**src/rtl/deal_pkg.sv**
```systemverilog
// deal_pkg: shared FSM states, card constants and baccarat value helper for deal_hand
package deal_pkg;
  localparam int CARD_W = 4;
  localparam int MAX_SLOTS = 3;
  localparam logic [CARD_W-1:0] CARD_BLANK = 4'd0;
  typedef enum logic [1:0] {IDLE, LOAD, ACK, NACK} state_t;
  function automatic logic [CARD_W-1:0] card_value(input logic [CARD_W-1:0] rank);
    return rank <= CARD_W'(9) ? rank : CARD_BLANK;
  endfunction
endpackage

```
**src/rtl/deal_hand_rank_counter.sv**
```systemverilog
// rank_counter: free-running card rank source cycling 1..NUM_RANKS, never 0
module rank_counter #(
  parameter int NUM_RANKS = 13,
  parameter int W = 4
) (
  input  logic         clk,
  input  logic         reset,
  output logic [W-1:0] rank
);
  always_ff @(posedge clk)
    rank <= (reset || rank == W'(NUM_RANKS)) ? W'(1) : rank + W'(1);
endmodule

```
**src/rtl/deal_hand.sv**
```systemverilog
// deal_hand: handshaked dealer latching counter ranks into player/dealer hands with baccarat scores
// DEAL_FORCE_EN adds force_en/force_val to override the captured card.
module deal_hand #(
  parameter int NUM_RANKS = 13,
  parameter int CARD_W = 4
) (
  input  logic              clk,
  input  logic              reset,
  input  logic              clear,
`ifdef DEAL_FORCE_EN
  input  logic              force_en,
  input  logic [CARD_W-1:0] force_val,
`endif
  input  logic              deal_req,
  input  logic              deal_to,
  output logic              deal_ack,
  output logic              deal_nack,
  output logic              busy,
  output logic [CARD_W-1:0] pcard1,
  output logic [CARD_W-1:0] pcard2,
  output logic [CARD_W-1:0] pcard3,
  output logic [CARD_W-1:0] dcard1,
  output logic [CARD_W-1:0] dcard2,
  output logic [CARD_W-1:0] dcard3,
  output logic [1:0]        pcount,
  output logic [1:0]        dcount,
  output logic [CARD_W-1:0] pscore,
  output logic [CARD_W-1:0] dscore
);
  import deal_pkg::*;
  state_t state;
  logic [CARD_W-1:0] rank, card_q, src, val, nscore;
  logic [CARD_W-1:0] pslot [MAX_SLOTS];
  logic [CARD_W-1:0] dslot [MAX_SLOTS];
  logic [4:0] sum;
  logic tgt_q;
  logic [1:0] tcnt;
  rank_counter #(.NUM_RANKS(NUM_RANKS), .W(CARD_W)) u_cnt (.clk(clk), .reset(reset), .rank(rank));
`ifdef DEAL_FORCE_EN
  assign src = force_en ? force_val : rank;
`else
  assign src = rank;
`endif
  // Five-bit sum: two values of at most 9 never exceed 18, so one subtract reduces mod 10
  always_comb begin
    tcnt = deal_to ? dcount : pcount;
    val = card_value(card_q);
    sum = 5'(tgt_q ? dscore : pscore) + 5'(val);
    nscore = sum >= 5'd10 ? CARD_W'(sum - 5'd10) : CARD_W'(sum);
  end
  always_ff @(posedge clk) begin
    if (reset || clear) begin
      state <= IDLE;
      deal_ack <= 1'b0;
      deal_nack <= 1'b0;
      busy <= 1'b0;
      pcount <= 2'd0;
      dcount <= 2'd0;
      pscore <= '0;
      dscore <= '0;
      card_q <= CARD_BLANK;
      tgt_q <= 1'b0;
      for (int i = 0; i < MAX_SLOTS; i++) begin
        pslot[i] <= CARD_BLANK;
        dslot[i] <= CARD_BLANK;
      end
    end else begin
      case (state)
        IDLE: if (deal_req) begin
          if (tcnt == 2'(MAX_SLOTS)) begin
            state <= NACK;
            deal_nack <= 1'b1;
          end else begin
            card_q <= src;
            tgt_q <= deal_to;
            busy <= 1'b1;
            state <= LOAD;
          end
        end
        LOAD: begin
          if (tgt_q) begin
            dslot[dcount] <= card_q;
            dcount <= dcount + 2'd1;
            dscore <= nscore;
          end else begin
            pslot[pcount] <= card_q;
            pcount <= pcount + 2'd1;
            pscore <= nscore;
          end
          deal_ack <= 1'b1;
          state <= ACK;
        end
        ACK: begin
          deal_ack <= 1'b0;
          busy <= 1'b0;
          state <= IDLE;
        end
        default: begin
          deal_nack <= 1'b0;
          state <= IDLE;
        end
      endcase
    end
  end
  assign {pcard1, pcard2, pcard3} = {pslot[0], pslot[1], pslot[2]};
  assign {dcard1, dcard2, dcard3} = {dslot[0], dslot[1], dslot[2]};
endmodule

```
**config.mk**
```make
export PLATFORM = sky130hd
export DESIGN_NAME = deal_hand
export DESIGN_NICKNAME = d
export VERILOG_FILES = /design/src/rtl/deal_pkg.sv /design/src/rtl/deal_hand_rank_counter.sv /design/src/rtl/deal_hand.sv
export SDC_FILE = /design/constraint.sdc
export NUM_CORES = 1
export LEC_CHECK = 0
export CAP_MARGIN = 10
export CORE_MARGIN = 3
export CORE_UTILIZATION = 50
export DETAILED_ROUTE_END_ITERATION = 8
export PLACE_DENSITY = 0.77
export SLEW_MARGIN = 20
export SYNTH_ARGS = -nofsm -noshare
export SYNTH_HDL_FRONTEND = slang
export SYNTH_SLANG_ARGS = --single-unit
```
**constraint.sdc**
```tcl
create_clock -name clk -period 4 [get_ports clk]
set_clock_uncertainty 0.1 [all_clocks]
set_input_delay 0.8 -clock clk [delete_from_list [all_inputs] [get_ports clk]]
set_output_delay 0.8 -clock clk [all_outputs]
set_load 0.01 [all_outputs]
```
# Word level (Yosys, flattened, before mapping)

Memories as Yosys holds them, arrays and structs flattened.
Cells that the tools add are included.
W data, S select, Z words.

Add/subtract/negate cells: 5
Multiply operators: 0
Divide/modulo/power cells: 0
Magnitude comparators: 2
Eq/ne operators: 7
Shifts and indexed selects: 0
Mux-type cells: 30
Bitwise operators: 3
Reduce and logical (&&, ||, !) cells: 13

Operators with widths:

| cell                  | count |
|---|---|
| $mux W4               | 5 |
| $mux W1               | 16 |
| $mux W2               | 5 |
| $reduce_and A3 Y1     | 3 |
| $reduce_or A4 Y1      | 2 |
| $ne A2 B2 Y1 const B  | 3 |
| $pmux W1 S2           | 3 |
| $add A4 B4 Y5         | 1 |
| $ge A5 B4 Y1 const B  | 1 |
| $add A2 B1 Y2 const B | 2 |
| $add A4 B1 Y4 const B | 1 |
| $eq A2 B2 Y1 const B  | 2 |
| $eq A4 B4 Y1 const B  | 1 |
| $le A4 B4 Y1 const B  | 1 |
| $pmux W2 S2           | 1 |
| $reduce_and A2 Y1     | 2 |
| $reduce_bool A2 Y1    | 2 |
| $sub A4 B4 Y4 const B | 1 |
| $not A1 Y1            | 3 |
| $eq A2 B1 Y1 const B  | 1 |
| $logic_not A2 Y1      | 1 |
| $logic_or A1 B1 Y1    | 2 |
| $reduce_or A2 Y1      | 1 |

Flip-flop bits (word level): 26
Bits in latches: 0
Memory bits (writable): 24
Bits in read-only memories: 0
Input bits: 5
Logic and storage cells: 73
Memories: 2

Memories:

| name  | words | bits a word | read ports | clocked after Yosys merged registers in | write ports | RTL line        | text |
|---|---|---|---|---|---|---|---|
| dslot | 3     | 4           | 3          | 0                                       | 3           | deal_hand.sv:34 | `logic [CARD_W-1:0] dslot [MAX_SLOTS];` |
| pslot | 3     | 4           | 3          | 0                                       | 3           | deal_hand.sv:33 | `logic [CARD_W-1:0] pslot [MAX_SLOTS];` |

# Longest topological paths before layout

Depth after elaboration: 6
Depth in mapped cells: 11
Mapped depth without buffers: 11

# By module

Synthesis repeated with hierarchy kept, for this count alone.

Cell total of the unflattened synthesis: 235
Area total of the unflattened synthesis: 2457.4 um^2

Modules (own cells, without submodules):

| module       | times used | cells an instance | area each (um^2) |
|---|---|---|---|
| deal_hand    | 1          | 217               | 2282.2 |
| rank_counter | 1          | 18                | 175.2 |

# Worst setup path after synthesis

OpenSTA, ideal clock, no wires.

Path kind: register to register
Start: register tgt_q
End: register dscore[2]
Setup time: 95 ps
Data arrival time: 2639 ps
Path slack: 1165 ps
Cell stages (with the launch flop): 12
Clock period less this slack: 2835 ps
Cell sequence: dfxtp_1 buf_6 mux2_2 ha_1 fa_1 xnor2_2 ha_1 inv_1 a221oi_2 nor3_2 or2_4 o311ai_1

Word-level cells in the longest chain between the ends: 4
Elaborated cells on any way between the ends: 6
Classes of those cells: add/sub: 2; order compare: 1; mux: 2; reduce/logical: 1

Ends and longest elaborated chain:

| element                                              | RTL line        | text |
|---|---|---|
| from (decl)                                          | deal_hand.sv:36 | `logic tgt_q;` |
| from (signal assigned)                               | deal_hand.sv:75 | `tgt_q <= deal_to;` |
| $mux W4                                              | deal_hand.sv:48 | `sum = 5'(tgt_q ? dscore : pscore) + 5'(val);` |
| $add A4 B4 Y5                                        | deal_hand.sv:48 |  |
| $sub A4 B4 Y4 / $ge A5 B4 Y1 (equally long branches) | deal_hand.sv:49 | `nscore = sum >= 5'd10 ? CARD_W'(sum - 5'd10) : CARD_W'(sum);` |
| $mux W4                                              | deal_hand.sv:49 |  |
| to (signal assigned)                                 | deal_hand.sv:84 | `dscore <= nscore;` |
| to (decl)                                            | deal_hand.sv:28 | `output logic [CARD_W-1:0] dscore` |

Parallel ways exist; a longest one is shown, timed or not.
A chain may end at the register's enable or synchronous reset.

# Worst setup path in the final report

Same ends and word-level chain as after synthesis.

==> impl_metrics.yaml <==
routing:
  drtAntennaViolNets: 0
  first_pass_iters: 4
  drt-total-wl_um: 4930
  drc_errors: 0
  vias: 1843
  wire_per_inst_um: 14.2
  via_per_inst: 5.31
  drtIter0Drc: 157
critical_path:
  arrival_ns: 3.26
  critical_path_required_ns: 4.10
  reg2reg_from: "tgt_q"
  criticalPathCategory: "reg -> reg"
  startpoint_type: "flop"
  startpoint: "tgt_q"
  crit_fanout: 11
  crit_path_end_kind: "flop"
logic_synthesis:
  synthesis.area_um2: 2450
  post-synth-top-area-cell: "edfxtp_1"
  synth-seq-cells: 50
  yosys-top-cells-area: "edfxtp_1 29%, dfxtp_1 21%, ha_1 8.2%, and3_1 6.1%, nand2_1 4.3%"
  yosysWarnings: 0
  syn-num-nets: 259
  synth_ff_type: "dfxtp_1"
  synthCells: 237
  synth_edf_count: 24
  yosysTopAreaCellShare: 0.294
  ys_types: 40
  ys_seq_area_frac: 0.506
  async_flop_share: 0
  avgSynthCellArea_um2: 10.3
cells_and_area:
  final_nets: 303
  fin_util: 0.669
  syn_to_final_growth_pct: 23.8
  layout-drive-gt1-share: 0.0745
  fillers: 377
  instances_no_fill: 347
  register_area_um2: 1240
  antenna_cells: 0
  layout_common_cells: "43 x clkdlybuf4s50_1, 28 x nand2_1, 26 x dfxtp_1, 24 x and3_1, 24 x edfxtp_1"
  multi_input_area_um2: 1110
  mostFrequentLayoutCell: "clkdlybuf4s50_1"
floorplan:
  core_area_um2: 4530
  die_w_um: 76.0
  start_util: 0.541
  rows: 24
  die_height_um: 76.0
  ios: 44
  dieArea_um2: 5780
clocking:
  clk_pin_slew_ns: 0.08
  cts_tree: "built"
  clkSinkCount: 50
  cts_buffers: 5
  root_buffer: "clkbuf_8"
  cts_buffer_depth: 2
  clk_latency_ns: 0.30
  post_cts_resize_count: 0
  hold_buffers: 0
  cts_setup_buffers: 0
  cts_max_level: 2
placement:
  dp.cells: 339
  io_buffer_count: 43
  gp_congestion: 0.807
  dp_hpwl_um: 3640
run_status:
  status: "finished, final reports clean"
global_route:
  grt_usage: 0.178
  grt_pass1_wl_um: 8350
  antenna_found_initial: 0
  grt_max_degree: 20
  grt_pass1_vias: 1717
  grt.overflow.total: 0
min_path:
  hold_path.startpoint: "deal_nack"
  hold_path.class: "reg -> reg"
sta:
  timing.final.crit_share: 0.790
  relSlewSlack: 0.449
  fin_crit_ns: 3.16
  drv_slew: 0
  finalSetupViolations: 0
  tns_ns: 0
  hold_viol: 0
  fmax_ghz: 0.317
  worstMarginPinSlew_ns: 0.823
  rsz0062_at_grt: "no"
power:
  p_leak_nw: 1.25
  ir_drop_mv: 0.197
  power_density_nw_per_um2: 331
run:
  max-cap-violations: 0
==> cells in the mapped netlist, types with 2 or more instances <==
master	count
mux2i_1	7
a211oi_1	3
nor2b_1	6
mux2_2	4
buf_6	2
a31oi_1	2
buf_2	3
o21ai_0	7
nor2_1	20
dfxtp_1	26
o211ai_1	5
o311ai_1	2
nand3_1	8
nand2_1	28
a21oi_1	16
ha_1	16
nor3b_1	2
edfxtp_1	24
inv_1	12
and3_1	24
==> worst paths after layout <==
check / cells after the start / to / slack [ns]
worst max-delay path: 10 / dscore[2] / 0.84
worst min-delay path: 2 / deal_nack / 0.39
worst max register to register: 10 / dscore[2] / 0.84
worst min register to register: 2 / deal_nack / 0.39
==> critical path: stages, from the launching register on <==
cell      delay, ns
dfxtp_1        0.53
mux2_2         0.38
ha_1           0.20
fa_1           0.46
xnor2_2        0.26
ha_1           0.27
inv_1          0.07
a221oi_2       0.19
nor3_2         0.11
or2_4          0.26
o311ai_1       0.24
==> power by group <==
group / total [mW] / internal [mW] / leakage [nW] / switching [mW]
clock network: 0.350 / 0.187 / 0.0514 / 0.164
registers: 0.564 / 0.551 / 0.478 / 0.0121
logic: 0.0912 / 0.0436 / 0.717 / 0.0476
total: 1.00 / 0.782 / 1.25 / 0.223
==> through the flow <==
stage / hold WS [ns] / setup WS, ns / area (µm²) / total power [mW]
2_1_floorplan: 0.314 / 1.17 / 2450 / 0.627
3_3_place_gp: 0.340 / 0.936 / 2930 / 0.664
3_5_place_dp: 0.348 / 0.851 / 2930 / 0.667
4_1_cts: 0.391 / 0.844 / 3040 / 1.01
5_1_grt: 0.421 / 0.650 / 3040 / 1.05
6_report: 0.386 / 0.842 / 3040 / 1.00
==> logic make-up (layout without fill, tap and decap cells) <==
| group | count (synthesis) | in the layout | synth area share |
|---|---|---|---|
| xor gates and xnor gates | 2 | 2 | 0.0102 |
| and+or+nand+nor | 96 | 96 | 0.199 |
| buffers and inverters | 20 | 65 | 0.0398 |
| adders and majority gates | 17 | 17 | 0.0898 |
| AOI/OAI and AO/OA | 41 | 41 | 0.108 |
| muxes | 11 | 11 | 0.0470 |
| DFF | 50 | 50 | 0.506 |
==> sequential cells by signal, summed over array words and instances (netlist names) <==
register / count
dslot: 12
pslot: 12
card_q: 4
dscore: 4
pscore: 4
u_cnt.rank: 4
dcount: 2
pcount: 2
state: 2
busy: 1
deal_ack: 1
deal_nack: 1
tgt_q: 1
==> final cells by class <==
cell class	count	share of cell area
well taps	65	0.0268
flip-flops and latches	50	0.409
clock inverters	2	0.0124
multi-input cells	167	0.366
repair buffers	45	0.147
inverters	12	0.0148
clock buffers	6	0.0239
==> layer usage <==
layer  vias up  global-route usage  routed length [µm]
met5         -                   0                   0
met4         0              0.0562                  64
met3         5              0.0485                 214
met2        43               0.293                2390
met1       862               0.229                2260
li1        933                   -                   -
Note: power is estimated with default switching activity, not from simulation.
